$ cat src/rtl/fb_scanout.sv
// Framebuffer scan-out: streams one frame from a single-port RAM to a pixel sink,
// giving pixel-writer accesses priority over scan reads.
//
// state | meaning
// IDLE  | waiting for start; only writer traffic reaches the RAM
// SCAN  | issuing reads 0..WIDTH*HEIGHT-1 whenever the output FIFO has credit
// DRAIN | all reads issued; emptying the inflight slot and the FIFO
module fb_scanout #(
    parameter int DATA_W = 8,
    parameter int ADDR_W = 17,
    parameter int WIDTH  = 320,
    parameter int HEIGHT = 240
) (
    input  logic              clk,
    input  logic              reset,
    input  logic              start,
    output logic              busy,
    input  logic              wr_req,
    input  logic [ADDR_W-1:0] wr_addr,
    input  logic [DATA_W-1:0] wr_data,
    output logic              wr_ack,
    output logic [ADDR_W-1:0] ram_addr,
    output logic [DATA_W-1:0] ram_wdata,
    output logic              ram_w_enable,
    input  logic [DATA_W-1:0] ram_rdata,
    output logic [DATA_W-1:0] px_data,
    output logic              px_valid,
    input  logic              px_ready,
    output logic              px_sof,
    output logic              px_eol,
    output logic              frame_done
);

    localparam int X_W = (WIDTH > 1) ? $clog2(WIDTH) : 1;
    localparam int Y_W = (HEIGHT > 1) ? $clog2(HEIGHT) : 1;
    localparam logic [ADDR_W-1:0] LAST_ADDR = ADDR_W'(WIDTH * HEIGHT - 1);
    localparam logic [X_W-1:0]    X_LAST    = X_W'(WIDTH - 1);

    typedef enum logic [1:0] {IDLE, SCAN, DRAIN} state_t;

    state_t            state;
    logic [ADDR_W-1:0] rd_addr;
    logic [X_W-1:0]    x;
    logic [Y_W-1:0]    y;
    logic              infl_v, infl_sof, infl_eol;
    logic [1:0]        count;
    logic [DATA_W-1:0] d0, d1;
    logic              s0, s1, e0, e1;
    logic              pop, push, rd_issue, last_rd;
    logic [2:0]        occ;

    assign pop      = px_valid & px_ready;
    assign push     = infl_v;
    // FIFO slots already committed next cycle; a new read needs one free slot
    assign occ      = {1'b0, count} + {2'b00, infl_v} - {2'b00, pop};
    assign rd_issue = (state == SCAN) && !wr_req && (occ < 3'd2);
    assign last_rd  = (rd_addr == LAST_ADDR);

    assign wr_ack       = wr_req;
    assign ram_w_enable = wr_req;
    assign ram_addr     = wr_req ? wr_addr : rd_addr;
    assign ram_wdata    = wr_data;

    assign busy       = (state != IDLE);
    assign px_valid   = (count != 2'd0);
    assign px_data    = d0;
    assign px_sof     = px_valid & s0;
    assign px_eol     = px_valid & e0;
    // In DRAIN every remaining pixel sits in the FIFO, so the lone entry is the last one
    assign frame_done = (state == DRAIN) && pop && (count == 2'd1) && !infl_v;

    always_ff @(posedge clk) begin
        if (reset) begin
            state    <= IDLE;
            rd_addr  <= '0;
            x        <= '0;
            y        <= '0;
            infl_v   <= 1'b0;
            infl_sof <= 1'b0;
            infl_eol <= 1'b0;
            count    <= 2'd0;
            d0       <= '0;
            d1       <= '0;
            s0       <= 1'b0;
            s1       <= 1'b0;
            e0       <= 1'b0;
            e1       <= 1'b0;
        end else begin
            case (state)
                IDLE:    if (start) state <= SCAN;
                SCAN:    if (rd_issue && last_rd) state <= DRAIN;
                DRAIN:   if (frame_done) state <= IDLE;
                default: state <= IDLE;
            endcase

            if (rd_issue) begin
                infl_sof <= (rd_addr == '0);
                infl_eol <= (x == X_LAST);
                if (last_rd) begin
                    rd_addr <= '0;
                    x       <= '0;
                    y       <= '0;
                end else begin
                    rd_addr <= rd_addr + ADDR_W'(1);
                    if (x == X_LAST) begin
                        x <= '0;
                        y <= y + Y_W'(1);
                    end else begin
                        x <= x + X_W'(1);
                    end
                end
            end
            infl_v <= rd_issue;

            case ({push, pop})
                2'b10: begin
                    if (count == 2'd0) begin
                        d0 <= ram_rdata; s0 <= infl_sof; e0 <= infl_eol;
                    end else begin
                        d1 <= ram_rdata; s1 <= infl_sof; e1 <= infl_eol;
                    end
                    count <= count + 2'd1;
                end
                2'b01: begin
                    d0 <= d1; s0 <= s1; e0 <= e1;
                    count <= count - 2'd1;
                end
                2'b11: begin
                    if (count == 2'd1) begin
                        d0 <= ram_rdata; s0 <= infl_sof; e0 <= infl_eol;
                    end else begin
                        d0 <= d1; s0 <= s1; e0 <= e1;
                        d1 <= ram_rdata; s1 <= infl_sof; e1 <= infl_eol;
                    end
                end
                default: ;
            endcase
        end
    end

endmodule

$ cat config.mk
export PLATFORM = sky130hd
export DESIGN_NAME = fb_scanout
export DESIGN_NICKNAME = d
export VERILOG_FILES = /design/src/rtl/fb_scanout.sv
export SDC_FILE = /design/constraint.sdc
export NUM_CORES = 1
export LEC_CHECK = 0
export BUFFER_PORTS_ARGS = -buffer_cell sky130_fd_sc_hd__buf_2
export CORE_MARGIN = 5
export CORE_UTILIZATION = 57
export DETAILED_ROUTE_END_ITERATION = 8
export HOLD_SLACK_MARGIN = 0.08
export PLACE_DENSITY = 0.86
export SETUP_SLACK_MARGIN = 0.02
export SYNTH_ARGS = -nofsm -noshare
export SYNTH_HDL_FRONTEND = slang
export SYNTH_SLANG_ARGS = --single-unit
$ cat constraint.sdc
create_clock -name clk -period 6.2 [get_ports clk]
set_clock_uncertainty 0.1 [all_clocks]
set_input_delay 0.31 -clock clk [delete_from_list [all_inputs] [get_ports clk]]
set_output_delay 0.31 -clock clk [all_outputs]
set_load 0.02 [all_outputs]
# After elaboration in Yosys (flattened, before gate mapping)
# Index checks and enable logic that the tools add are counted.
[classes] n_addsub=6 n_bitwise=3 muxes=27 n_eq_ne=14 n_lt_le_gt_ge=1 n_reduce_logical=19
[ops] op="17-bit 2-to-1 mux" n=2
[ops] op="8-bit 2-to-1 mux" n=4
[ops] op="8-bit case mux with 3 select lines" n=1
[ops] op="9-bit 2-to-1 mux" n=2
[ops] op="17-bit by 1-bit adder with 17-bit output, second input constant" n=1
[ops] op="17-bit equality test, second input constant" n=1
[ops] op="17-bit logical NOT" n=1
[ops] op="8-bit case mux with 2 select lines" n=1
[ops] op="2-bit != test, second input constant" n=5
[ops] op="9-bit by 1-bit adder with 9-bit output, second input constant" n=1
[ops] op="9-bit equality test, second input constant" n=1
[ops] op="1-bit 2-to-1 mux" n=8
[ops] op="2-bit nonzero test" n=4
[ops] op="2-bit by 1-bit equality test with 1-bit output, second input constant" n=3
[ops] op="2-bit equality test, second input constant" n=3
[ops] op="1-bit logical AND" n=6
[ops] op="2-bit 2-to-1 mux" n=3
[ops] op="1-bit case mux with 3 select lines" n=2
[ops] op="2-bit case mux with 3 select lines" n=1
[ops] op="3-bit AND reduction" n=2
[ops] op="2-bit logical NOT" n=2
[ops] op="1-bit case mux with 2 select lines" n=2
[ops] op="2-bit case mux with 2 select lines" n=1
[ops] op="2-bit by 1-bit adder with 3-bit output" n=1
[ops] op="9 further kinds" n=12
[word_totals] inputBits=38 output_inout_bits=40 ff_bits=53

# Logic depth before layout (Yosys ltp)
# Gate-level depths: netlist of run 1.
[depth] depth_word=8 ltp_mapped=12 mapped_depth_nobuf=10

# Worst setup path before layout of run 1
# Ideal clock, no wire load.
[synth_path] path_type="flip-flop to flip-flop" startpoint="register count[1]" endpoint="register rd_addr[0]" period_less_slack_ns=3.278 setup_time_ns=0.117 path_slack_ns=2.922 t_arrival_ns=3.061 path_stages_with_launch=13 path_cell_list="dfxtp_1 > inv_1 > ha_1 > nor2b_1 > buf_1 > xnor2_1 > nand2_1 > fa_1 > xnor2_1 > nand4_1 > o41ai_2 > buf_2 > nor2_1"
[synth_between] elab_chain_cells=5 elab_cells_between_ends=6
[synth_rtl] element="start: declaration" line="46" source="logic [1:0] count;"
[synth_rtl] element="start signal: assignment" line="122" source="count <= count + 2'd1;"
[synth_rtl] element="start signal: assignment" line="126" source="count <= count - 2'd1;"
[synth_rtl] element="parallel branches: the longest is 2 deep, another holds 2-bit by 1-bit adder with 3-bit output"
[synth_rtl] element="3-bit by 1-bit subtractor with 3-bit output (*)" line="55" source="assign occ = {1'b0, count} + {2'b00, infl_v} - {2'b00, pop};"
[synth_rtl] element="3-bit by 2-bit less-than comparator with 1-bit output (*)" line="56" source="assign rd_issue = (state == SCAN) && !wr_req && (occ < 3'd2);"
[synth_rtl] element="1-bit logical AND (*)" line="56"
[synth_rtl] element="end signal: assignment" line="104" source="rd_addr <= rd_addr + ADDR_W'(1);"
[synth_rtl] element="end: declaration" line="42" source="logic [ADDR_W-1:0] rd_addr;"
# Every way passes the cells marked *.
# A chain may end at the register's enable or synchronous reset.

# Final worst setup path of run 1
[layout_path] startpoint="register count[1]" endpoint="register rd_addr[10]"
# Same word-level chain as after synthesis.

==> reports/qor.json, run 1 <==
{
  "run_status": {"value": "complete, no violations"},
  "synthesis.area": {"value": 2910, "unit": "µm²"},
  "grt_setup_unrepaired": {"value": "no"},
  "grt_max_degree": {"value": 41},
  "postCtsResizedCells": {"value": 0},
  "worst_path_max_delay_cell": {"value": "sky130_fd_sc_hd__o41ai_2"},
  "synth-edff-count": {"value": 0},
  "dpl_cell_area": {"value": 3150, "unit": "µm²"},
  "clock-sinks": {"value": 53},
  "route.antenna.remaining_nets": {"value": 0},
  "worstHoldPathCells": {"value": 3},
  "reg2reg_from": {"value": "count[1]"},
  "cp_top_family": {"value": "simple AND/OR/NAND/NOR gates"},
  "avgRoutedWirePerCell": {"value": 14.6, "unit": "µm"},
  "crit-reg2reg-capture": {"value": "rd_addr[10]"},
  "quantity_of_hold_fixing_buffers_added_after_cts": {"value": 0},
  "max-cap-violations": {"value": 0},
  "fp.coreArea": {"value": 5040, "unit": "µm²"},
  "ios": {"value": 78},
  "clock_tree.htree_level_count": {"value": 2},
  "asyncSetResetFlopFracSynth": {"value": 0},
  "yosys_warnings": {"value": 0},
  "place_hpwl": {"value": 4830, "unit": "µm"},
  "layout.nets": {"value": 430},
  "design_area": {"value": 3240, "unit": "µm²"},
  "r2r_setup_slack": {"value": 1.62, "unit": "ns"},
  "finalHoldViolations": {"value": 0},
  "tritoncts_clock_tree": {"value": "built"},
  "worst_skew_pair_latency": {"value": 0.32, "unit": "ns"},
  "critPathBufInv": {"value": 2},
  "drc": {"value": 0},
  "holdCritPathClass": {"value": "in2reg"},
  "max-slew-margin-rel": {"value": 0.288},
  "timing.critical_path.arrival": {"value": 4.68, "unit": "ns"},
  "worstSetupEndpointType": {"value": "flip-flop"},
  "hold_path_startpoint": {"value": "ram_rdata[2]"},
  "layout-drive-gt1-share": {"value": 0.240},
  "ctsRootBufferMaster": {"value": "sky130_fd_sc_hd__clkbuf_8"},
  "global_route_wire_length_before_repair": {"value": 11300, "unit": "µm"},
  "port_buffers": {"value": 61},
  "antenna_found_initial": {"value": 0},
  "yosys-top-cells-area": {"value": "sky130_fd_sc_hd__dfxtp_1 37%, sky130_fd_sc_hd__mux2_2 5.4%, sky130_fd_sc_hd__nand2_1 4.7%"},
  "detail_route.wirelength": {"value": 6690, "unit": "µm"},
  "crit_path_max_incr_delay": {"value": 0.78, "unit": "ns"},
  "netlist_instances": {"value": 349},
  "slew_viol_final": {"value": 0},
  "synth.distinct_cells": {"value": 47},
  "gr-total-overflow": {"value": 0},
  "grt.total_usage": {"value": 0.214},
  "final_cell_count_no_fill": {"value": 457},
  "detail_route.vias_per_cell": {"value": 5.84},
  "critical_path.cell_chain": {"value": "inv_1, ha_1, nor2b_1, xnor2_1, nand2_1, fa_1, xnor2_1, nand4_1, o41ai_2, buf_4, a21oi_1"},
  "die_w": {"value": 81.4, "unit": "µm"},
  "finalWorstPathRequiredPeriod": {"value": 4.58, "unit": "ns"},
  "detailedRoute.firstPassIterationCount": {"value": 4},
  "num_rows": {"value": 26},
  "worst_path_most_repeated_cell": {"value": "sky130_fd_sc_hd__xnor2_1"},
  "yosys_most_used_dff": {"value": "sky130_fd_sc_hd__dfxtp_1"},
  "finalWeightedCongestion": {"value": 0.857},
  "worst_slew_pin_slew": {"value": 1.07, "unit": "ns"},
  "ff2ff_path_depth": {"value": 11},
  "synth_most_common_cell": {"value": "sky130_fd_sc_hd__dfxtp_1"},
  "cellPowerDensity": {"value": 293, "unit": "nW/µm²"},
  "synth_seq_cells": {"value": 53},
  "min_period_over_period": {"value": 0.739},
  "netlist.top_cell.by_area": {"value": "sky130_fd_sc_hd__dfxtp_1"},
  "cts_inserted_buffers": {"value": 5},
  "first_iter_violations": {"value": 176},
  "clkSlewWorstSetupHoldPaths": {"value": 0.11, "unit": "ns"},
  "endpoint_of_the_worst_hold_timing_path": {"value": "d1[2]"},
  "critical_path_peak_fanout": {"value": 15},
  "postCtsSetupBuffers": {"value": 0},
  "first_global_vias": {"value": 2554},
  "cp_data_required_time": {"value": 6.30, "unit": "ns"},
  "cts_buffer_depth": {"value": 2},
  "number_of_gates_on_the_worst_path_with_buffers_counted": {"value": 11},
  "power.leakage": {"value": 1.21, "unit": "nW"},
  "die_h": {"value": 81.4, "unit": "µm"},
  "start_util": {"value": 0.576},
  "dp_cells": {"value": 449},
  "fmaxAchievable": {"value": 0.218, "unit": "GHz"},
  "yosysSeqAreaShare": {"value": 0.365},
  "synth.cells.most_frequent": {"value": "53 x sky130_fd_sc_hd__dfxtp_1, 36 x sky130_fd_sc_hd__nand2_1, 33 x sky130_fd_sc_hd__nor2_1, 26 x sky130_fd_sc_hd__nand3_1"},
  "diodes": {"value": 0},
  "syn_to_final_growth": {"value": 11.6, "unit": "%"},
  "synth_largest_type_area_fraction": {"value": 0.365},
  "peakVddDrop": {"value": 226, "unit": "µV"},
  "cp-start-kind": {"value": "flip-flop"},
  "crit_type": {"value": "reg2reg"},
  "setup_violations": {"value": 0},
  "design.die.area": {"value": 6630, "unit": "µm²"},
  "setup-tns-final": {"value": 0, "unit": "ns"},
  "syn-num-nets": {"value": 393},
  "postLayoutCoreUtil": {"value": 0.643},
  "dr_total_vias": {"value": 2670},
  "synth.avg_cell_area": {"value": 8.32, "unit": "µm²"}
}
[cells by family (layout without fill, tap and decap cells)]
family	after synthesis	count (layout)	share of synthesized area
AO/OA/AOI/OAI	54	54	0.127
XOR/XNOR	10	10	0.0301
adder cells (fa/ha/maj)	6	6	0.0284
buffers and inverters	42	80	0.0706
flip-flops	53	53	0.365
multiplexers	25	25	0.0922
AND/OR/NAND/NOR	159	159	0.286
[cell usage in the layout (no fill, tap or decap), types with 3 or more instances in the layout]
cell type	synthesis	routed
sky130_fd_sc_hd__nor4_1	5	5
sky130_fd_sc_hd__o21ai_0	6	5
sky130_fd_sc_hd__xor2_1	5	5
sky130_fd_sc_hd__nand2_1	36	36
sky130_fd_sc_hd__nand4_1	16	16
sky130_fd_sc_hd__a21oi_1	17	17
sky130_fd_sc_hd__clkbuf_8	0	5
sky130_fd_sc_hd__a311oi_1	10	10
sky130_fd_sc_hd__inv_1	9	9
sky130_fd_sc_hd__ha_1	5	5
sky130_fd_sc_hd__or4_1	10	10
sky130_fd_sc_hd__mux2i_1	11	11
sky130_fd_sc_hd__buf_2	2	61
sky130_fd_sc_hd__dfxtp_1	53	53
sky130_fd_sc_hd__nor3_1	3	3
sky130_fd_sc_hd__nor2b_1	5	5
sky130_fd_sc_hd__xnor2_1	5	5
sky130_fd_sc_hd__nor2_1	33	33
sky130_fd_sc_hd__nand3_1	26	26
sky130_fd_sc_hd__nand2b_1	6	6
sky130_fd_sc_hd__or3_1	4	4
sky130_fd_sc_hd__mux2_2	14	14
sky130_fd_sc_hd__o31ai_1	8	8
sky130_fd_sc_hd__a31oi_1	4	4
sky130_fd_sc_hd__inv_6	0	3
sky130_fd_sc_hd__and4_1	4	4
[state kept, by name, indices dropped and copies added (netlist names)]
register and flops:
px_data 8, e1 1, rd_addr 17, state 2, infl_eol 1, count 2, s1 1, d1 8
infl_sof 1, e0 1, s0 1, x 9, infl_v 1
[stage by stage]
step	power, mW	setup slack, ns	hold slack (ns)
floorplan	0.663	2.92	0.337
global placement	0.734	1.88	0.365
detailed placement	0.748	1.69	0.370
CTS	0.954	1.65	0.134
global route	1.02	1.20	0.152
finish	0.950	1.62	0.136
[how the worst max path moves through the flow]
stage                        start     endpoint
final                     count[1]  rd_addr[10]
after global placement    count[1]  rd_addr[16]
after global routing      count[1]  rd_addr[16]
after CTS                 count[1]   rd_addr[9]
after detailed placement  count[1]   rd_addr[9]
after floorplan           count[1]   rd_addr[0]
[report_power, final]
part | total [mW] | internal (mW) | leakage (nW) | switching (mW)
clock | 0.209 | 0.0841 | 0.0495 | 0.125
combinational | 0.327 | 0.118 | 0.729 | 0.209
sequential | 0.414 | 0.382 | 0.429 | 0.0313
[metal layers]
layer / part of all wire / wire [µm] / track usage
met2: 0.51 / 3410 / 0.376
met4: 0.012 / 82 / 0.0760
met3: 0.066 / 444 / 0.0499
met5: 0 / 0 / 0
met1: 0.41 / 2760 / 0.254
[layout make-up]
| type | count | area (µm²) |
|---|---|---|
| tap | 70 | 87.6 |
| clock inverter | 3 | 26.3 |
| clock buffer | 5 | 68.8 |
| inverter | 9 | 33.8 |
| timing repair buffer | 63 | 320 |
| multi-input combinational | 254 | 1640 |
| sequential | 53 | 1060 |
| fill | 414 | 1800 |
[worst min-delay path: cells and delay by family]
family                 cells  cell delay [ns]
multiplexers               1             0.06
AND/OR/NAND/NOR            1             0.07
buffers and inverters      1             0.09
No activity file was read; power rests on OpenSTA's default activity.
==> inputs of run 2 (changes only) <==
- CORE_UTILIZATION: 57 -> 53
- PLACE_DENSITY: 0.86 -> 0.8
- clock period: 6.2 -> 4.5 ns (I/O delays scaled with it)
==> reports/qor.json, run 2 (synthesized netlist as in run 1, its figures left out) <==
{
  "detail_route.wirelength": {"value": 6870, "unit": "µm", "change": "+2.7%"},
  "peakVddDrop": {"value": 271, "unit": "µV", "change": "+20%"},
  "run_status": {"value": "complete, no violations"},
  "first_iter_violations": {"value": 177, "change": "+0.57%"},
  "drc": {"value": 0, "change": "unchanged"},
  "registers.top_by_ff_count": {"value": "rd_addr"},
  "fmaxAchievable": {"value": 0.268, "unit": "GHz", "change": "+23%"},
  "grt_setup_unrepaired": {"value": "no"},
  "antenna_found_initial": {"value": 0, "change": "unchanged"},
  "route.antenna.remaining_nets": {"value": 0, "change": "unchanged"},
  "global_route.usage.met3": {"value": 0.0375, "change": "-0.0124"},
  "max-cap-violations": {"value": 0, "change": "unchanged"},
  "min_period_over_period": {"value": 0.828, "change": "+0.0891"},
  "timing.critical_path.arrival": {"value": 3.82, "unit": "ns", "change": "-0.86 ns"},
  "most-common-layout-cells": {"value": "61 x sky130_fd_sc_hd__buf_2, 53 x sky130_fd_sc_hd__dfxtp_1, 36 x sky130_fd_sc_hd__nand2_1"},
  "cts_buffer_depth": {"value": 2, "change": "unchanged"},
  "finalHoldViolations": {"value": 0, "change": "unchanged"},
  "worst_skew_pair_latency": {"value": 0.30, "unit": "ns", "change": "-0.02 ns"},
  "num_rows": {"value": 27, "change": "+3.8%"},
  "crit_type": {"value": "reg2reg"},
  "design.die.area": {"value": 7060, "unit": "µm²", "change": "+6.6%"},
  "holdCritPathClass": {"value": "in2reg"},
  "die_h": {"value": 84.0, "unit": "µm", "change": "+3.2%"},
  "syn_to_final_growth": {"value": 14.1, "unit": "%"},
  "max-slew-margin-rel": {"value": 0.277, "change": "-0.0108"},
  "detailedRoute.firstPassIterationCount": {"value": 4, "change": "unchanged"},
  "cp_data_required_time": {"value": 4.59, "unit": "ns", "change": "-1.71 ns"},
  "global_route_wire_length_before_repair": {"value": 11800, "unit": "µm", "change": "+4.6%"},
  "r2r_setup_slack": {"value": 0.77, "unit": "ns", "change": "-0.84 ns"},
  "clock-sinks": {"value": 53, "change": "unchanged"},
  "clkSlewWorstSetupHoldPaths": {"value": 0.10, "unit": "ns", "change": "about the same"},
  "diodes": {"value": 0, "change": "unchanged"},
  "reg_top3": {"value": "rd_addr x17, x x9"},
  "worstSetupEndpointType": {"value": "flip-flop"},
  "globalRouteMet1Util": {"value": 0.261, "change": "+0.00720"},
  "cellPowerDensity": {"value": 399, "unit": "nW/µm²", "change": "+36%"},
  "ctsRootBufferMaster": {"value": "sky130_fd_sc_hd__clkbuf_8"},
  "clock_tree.htree_level_count": {"value": 2, "change": "unchanged"},
  "layout_commonest_cell": {"value": "sky130_fd_sc_hd__buf_2"},
  "postCtsSetupBuffers": {"value": 0, "change": "unchanged"},
  "place_hpwl": {"value": 4820, "unit": "µm", "change": "-0.26%"},
  "setup_violations": {"value": 0, "change": "unchanged"},
  "start_util": {"value": 0.537, "change": "-0.0387"},
  "gr-usage-met2": {"value": 0.326, "change": "-0.0498"},
  "busiest_layer": {"value": "met2"},
  "dr_total_vias": {"value": 2716, "change": "+1.7%"},
  "cp-start-kind": {"value": "flip-flop"},
  "power.leakage": {"value": 1.24, "unit": "nW", "change": "+2.7%"},
  "largest_register_ffs": {"value": 17, "change": "unchanged"},
  "detail_route.vias_per_cell": {"value": 5.83, "change": "-0.24%"},
  "grt.total_usage": {"value": 0.195, "change": "-0.0190"},
  "layout-drive-gt1-share": {"value": 0.241, "change": "+0.000807"},
  "finalWeightedCongestion": {"value": 0.868, "change": "+1.2%"},
  "cts_inserted_buffers": {"value": 5, "change": "unchanged"},
  "slew_viol_final": {"value": 0, "change": "unchanged"},
  "ios": {"value": 78, "change": "unchanged"},
  "layout.nets": {"value": 437, "change": "+1.6%"},
  "report.power.total": {"value": 1.32, "unit": "mW", "change": "+39%"},
  "first_global_vias": {"value": 2564, "change": "+0.39%"},
  "port_buffers": {"value": 61, "change": "unchanged"},
  "critical_path_peak_fanout": {"value": 15, "change": "unchanged"},
  "tritoncts_clock_tree": {"value": "built"},
  "die_w": {"value": 84.0, "unit": "µm", "change": "+3.2%"},
  "setup-tns-final": {"value": 0, "unit": "ns", "change": "unchanged"},
  "avgRoutedWirePerCell": {"value": 14.7, "unit": "µm", "change": "+0.71%"},
  "postCtsResizedCells": {"value": 0, "change": "unchanged"},
  "gr-total-overflow": {"value": 0, "change": "unchanged"},
  "grt_max_degree": {"value": 41, "change": "unchanged"},
  "fp.coreArea": {"value": 5410, "unit": "µm²", "change": "+7.2%"},
  "finalWorstPathRequiredPeriod": {"value": 3.73, "unit": "ns", "change": "-0.856 ns"},
  "worst_slew_pin_slew": {"value": 1.08, "unit": "ns", "change": "+0.0161 ns"}
}
[run 2: changes by cell type in the layout (fill, tap and decap cells not counted)]
| cell | before | now |
|---|---|---|
| sky130_fd_sc_hd__buf_4 | 2 | 4 |
| sky130_fd_sc_hd__clkbuf_8 | 5 | 6 |
| sky130_fd_sc_hd__clkinv_4 | 0 | 1 |
| sky130_fd_sc_hd__dlygate4sd3_1 | 0 | 5 |
| sky130_fd_sc_hd__inv_6 | 3 | 1 |
[run 2: cell type report]
class                           count  area (µm²)
Fill cell                         484        2090
Timing Repair Buffer               70         385
Clock buffer                        6        82.6
Multi-Input combinational cell    254        1640
Tap cell                           72        90.1
Clock inverter                      2        17.5
Inverter                            9        33.8
Sequential cell                    53        1060
[run 2: final timing paths]
kind / from / end / cells past startpoint
worst max-delay path: count[1] / rd_addr[13] / 12
worst min-delay path: ram_rdata[0] / d1[0] / 3
worst max register to register: count[1] / rd_addr[13] / 12
worst min register to register: d1[0] / px_data[0] / 2
[run 2: worst max-delay path, stage by stage, from the launching register on]
cell and delay (ns):
sky130_fd_sc_hd__dfxtp_1 0.46, sky130_fd_sc_hd__inv_1 0.11, sky130_fd_sc_hd__ha_1 0.27, sky130_fd_sc_hd__nor2b_1 0.19, sky130_fd_sc_hd__xnor2_1 0.15, sky130_fd_sc_hd__nand2_1 0.10, sky130_fd_sc_hd__fa_1 0.43, sky130_fd_sc_hd__xnor2_1 0.42
sky130_fd_sc_hd__nand4_1 0.16, sky130_fd_sc_hd__buf_4 0.21, sky130_fd_sc_hd__o41ai_2 0.69, sky130_fd_sc_hd__buf_4 0.28, sky130_fd_sc_hd__a21oi_1 0.05
[run 2: layer usage]
metal	up-vias	wire length [µm]
li1	1352	-
met2	92	3250
met4	0	41
met1	1268	3140
met3	4	436
met5	-	0
[run 2: timing repair]
item / CTS / global route
endpoints found under the setup margin: 0 / 0
hold buffers: 5 / 0
hold endpoints to repair: 5 / 0
[run 2: where the power goes]
part / switching (mW) / leakage, nW / internal, mW
logic: 0.293 / 0.759 / 0.169
registers: 0.0440 / 0.429 / 0.527
clock network: 0.160 / 0.0518 / 0.128
total: 0.497 / 1.24 / 0.824
[run 2: per-stage QoR]
stage / hold slack, ns / area (µm²) / std cells / setup slack (ns) / util
floorplan: 0.272 / 2910 / 349 / 1.22 / -
global placement: 0.350 / 3160 / 453 / 0.948 / 0.585
detailed placement: 0.350 / 3160 / 453 / 0.819 / 0.585
CTS: 0.0844 / 3310 / 466 / 0.809 / 0.613
global route: 0.0844 / 3310 / 466 / 0.448 / 0.613
finish: 0.0841 / 3310 / 466 / 0.772 / 0.613
==> inputs of run 3 (changes only) <==
- CORE_UTILIZATION: 53 -> 48
- PLACE_DENSITY: 0.8 -> 0.77
- clock period: 4.5 -> 3.32 ns (I/O delays scaled with it)
==> reports/qor.json, run 3 (synthesized netlist as in run 1, its figures left out) <==
{
  "tritoncts_clock_tree": {"value": "built"},
  "power.leakage": {"value": 1.32, "unit": "nW", "change": "+6.8%"},
  "min_period_over_period": {"value": 0.918, "change": "+0.0891"},
  "timing.critical_path.arrival": {"value": 3.15, "unit": "ns", "change": "-0.67 ns"},
  "critical_path_peak_fanout": {"value": 15, "change": "unchanged"},
  "port_buffers": {"value": 61, "change": "unchanged"},
  "die_h": {"value": 87.8, "unit": "µm", "change": "+4.5%"},
  "multiInputGateArea": {"value": 1660, "unit": "µm²", "change": "+0.84%"},
  "clock-sinks": {"value": 53, "change": "unchanged"},
  "dpl_cell_area": {"value": 3220, "unit": "µm²", "change": "+1.8%"},
  "fp.coreArea": {"value": 5920, "unit": "µm²", "change": "+9.5%"},
  "num_rows": {"value": 28, "change": "+3.7%"},
  "setup_violations": {"value": 0, "change": "unchanged"},
  "clock_tree.htree_level_count": {"value": 2, "change": "unchanged"},
  "worstSetupEndpointType": {"value": "flip-flop"},
  "critical_path.cell_chain": {"value": "inv_1, ha_1, nor2b_2, xnor2_1, nand2_1, fa_1, and4bb_2, nand4_1, buf_4, o41ai_4, buf_4, a21oi_1"},
  "detail_route.wirelength": {"value": 7030, "unit": "µm", "change": "+2.3%"},
  "first_global_vias": {"value": 2702, "change": "+5.4%"},
  "reg_top3": {"value": "rd_addr x17, x x9"},
  "ctsRootBufferMaster": {"value": "sky130_fd_sc_hd__clkbuf_8"},
  "layout_commonest_cell": {"value": "sky130_fd_sc_hd__buf_2"},
  "cp_top_family": {"value": "adder cells"},
  "largest_register_ffs": {"value": 17, "change": "unchanged"},
  "postCtsSetupBuffers": {"value": 0, "change": "unchanged"},
  "layout-drive-gt1-share": {"value": 0.254, "change": "+0.0132"},
  "finalWorstPathRequiredPeriod": {"value": 3.05, "unit": "ns", "change": "-0.682 ns"},
  "detailedRoute.firstPassIterationCount": {"value": 4, "change": "unchanged"},
  "diodes": {"value": 0, "change": "unchanged"},
  "detail_route.vias_per_cell": {"value": 5.81, "change": "-0.38%"},
  "global_route_wire_length_before_repair": {"value": 12000, "unit": "µm", "change": "+1.2%"},
  "avgRoutedWirePerCell": {"value": 14.6, "unit": "µm", "change": "-0.70%"},
  "crit_path_max_incr_delay": {"value": 0.51, "unit": "ns", "change": "-0.18 ns"},
  "area.sequential": {"value": 1060, "unit": "µm²", "change": "unchanged"},
  "hold_ws": {"value": 0.201, "unit": "ns", "change": "+0.117 ns"},
  "dp_cells": {"value": 463, "change": "+2.2%"},
  "crit_type": {"value": "reg2reg"},
  "slew_viol_final": {"value": 0, "change": "unchanged"},
  "worst_skew_pair_latency": {"value": 0.31, "unit": "ns", "change": "about the same"},
  "clkSlewWorstSetupHoldPaths": {"value": 0.10, "unit": "ns", "change": "about the same"},
  "worst_slew_pin_slew": {"value": 0.730, "unit": "ns", "change": "-0.352 ns"},
  "num-fill-cells": {"value": 539, "change": "+11%"},
  "design_area": {"value": 3460, "unit": "µm²", "change": "+4.5%"},
  "worst_path_max_delay_cell": {"value": "sky130_fd_sc_hd__fa_1"},
  "route.antenna.remaining_nets": {"value": 0, "change": "unchanged"},
  "max-cap-violations": {"value": 0, "change": "unchanged"},
  "critPathBufInv": {"value": 3, "change": "unchanged"},
  "design.die.area": {"value": 7710, "unit": "µm²", "change": "+9.1%"},
  "ios": {"value": 78, "change": "unchanged"},
  "setup-tns-final": {"value": 0, "unit": "ns", "change": "unchanged"},
  "first_iter_violations": {"value": 149, "change": "-16%"},
  "finalWeightedCongestion": {"value": 0.866, "change": "-0.13%"},
  "cp_data_required_time": {"value": 3.42, "unit": "ns", "change": "-1.17 ns"},
  "finalHoldViolations": {"value": 0, "change": "unchanged"},
  "die_w": {"value": 87.8, "unit": "µm", "change": "+4.5%"},
  "gr-total-overflow": {"value": 0, "change": "unchanged"},
  "most-common-layout-cells": {"value": "61 x sky130_fd_sc_hd__buf_2, 53 x sky130_fd_sc_hd__dfxtp_1, 36 x sky130_fd_sc_hd__nand2_1"},
  "dr_total_vias": {"value": 2787, "change": "+2.6%"},
  "cellPowerDensity": {"value": 571, "unit": "nW/µm²", "change": "+43%"},
  "grt_setup_unrepaired": {"value": "no"},
  "final_cell_count_no_fill": {"value": 480, "change": "+3.0%"},
  "grt.total_usage": {"value": 0.189, "change": "-0.00609"},
  "cp-start-kind": {"value": "flip-flop"},
  "report.power.total": {"value": 1.98, "unit": "mW", "change": "+50%"},
  "cts_buffer_depth": {"value": 2, "change": "unchanged"},
  "syn_to_final_growth": {"value": 19.2, "unit": "%"},
  "holdCritPathClass": {"value": "in2reg"},
  "cts_inserted_buffers": {"value": 5, "change": "unchanged"},
  "grt_max_degree": {"value": 41, "change": "unchanged"},
  "start_util": {"value": 0.491, "change": "-0.0468"},
  "worst_path_most_repeated_cell": {"value": "sky130_fd_sc_hd__buf_4"},
  "peakVddDrop": {"value": 348, "unit": "µV", "change": "+28%"},
  "place_hpwl": {"value": 5070, "unit": "µm", "change": "+5.1%"},
  "run_status": {"value": "complete, no violations"},
  "max-slew-margin-rel": {"value": 0.513, "change": "+0.236"},
  "antenna_found_initial": {"value": 0, "change": "unchanged"},
  "registers.top_by_ff_count": {"value": "rd_addr"},
  "drc": {"value": 0, "change": "unchanged"},
  "fmaxAchievable": {"value": 0.328, "unit": "GHz", "change": "+22%"},
  "layout.nets": {"value": 448, "change": "+2.5%"}
}
## run 3: stage by stage
stage | utilization | setup slack, ns
floorplan | - | 0.0421
global placement | 0.544 | 0.372
detailed placement | 0.544 | 0.244
CTS | 0.582 | 0.226
global route | 0.585 | 0.0482
finish | 0.585 | 0.274
## run 3: worst paths after layout
check	from	to	slack, ns	cells past startpoint
setup / recovery	count[0]	rd_addr[9]	0.27	12
hold / removal	px_ready	count[1]	0.20	4
hold reg to reg	infl_eol	infl_eol	0.38	2
setup reg to reg	count[0]	rd_addr[9]	0.27	12
## run 3: worst register-to-register path, stage by stage (launching register included)
cell and delay (ns):
sky130_fd_sc_hd__dfxtp_1 0.37, sky130_fd_sc_hd__inv_1 0.09, sky130_fd_sc_hd__ha_1 0.23, sky130_fd_sc_hd__nor2b_2 0.15, sky130_fd_sc_hd__xnor2_1 0.14, sky130_fd_sc_hd__nand2_1 0.11
sky130_fd_sc_hd__fa_1 0.51, sky130_fd_sc_hd__and4bb_2 0.30, sky130_fd_sc_hd__nand4_1 0.10, sky130_fd_sc_hd__buf_4 0.20, sky130_fd_sc_hd__o41ai_4 0.38, sky130_fd_sc_hd__buf_4 0.21
sky130_fd_sc_hd__a21oi_1 0.05
## run 3: final cells by class
class,count,share of cell area
repair buffers,81,0.139
inverters,9,0.00976
clock buffers,5,0.0199
flip-flops and latches,53,0.306
well taps,75,0.0271
clock inverters,3,0.0188
multi-input cells,254,0.479
## run 3: repair_timing
item,CTS,global route
endpoints found under the hold margin,17,0
endpoints found under the setup margin,0,15
resized for setup,0,3
hold buffers,9,0
## run 3: metal layers
layer | up-vias | track usage | share of wire
met4 | 0 | 0.0725 | 0.020
met2 | 75 | 0.336 | 0.50
met5 | - | 0 | 0
met3 | 17 | 0.0282 | 0.045
li1 | 1376 | - | -
met1 | 1319 | 0.230 | 0.44
## run 3: report_power, final
group / internal, mW / total (mW) / switching (mW)
registers: 0.714 / 0.766 / 0.0518
clock network: 0.300 / 0.522 / 0.222
logic: 0.272 / 0.689 / 0.417
total: 1.29 / 1.98 / 0.692
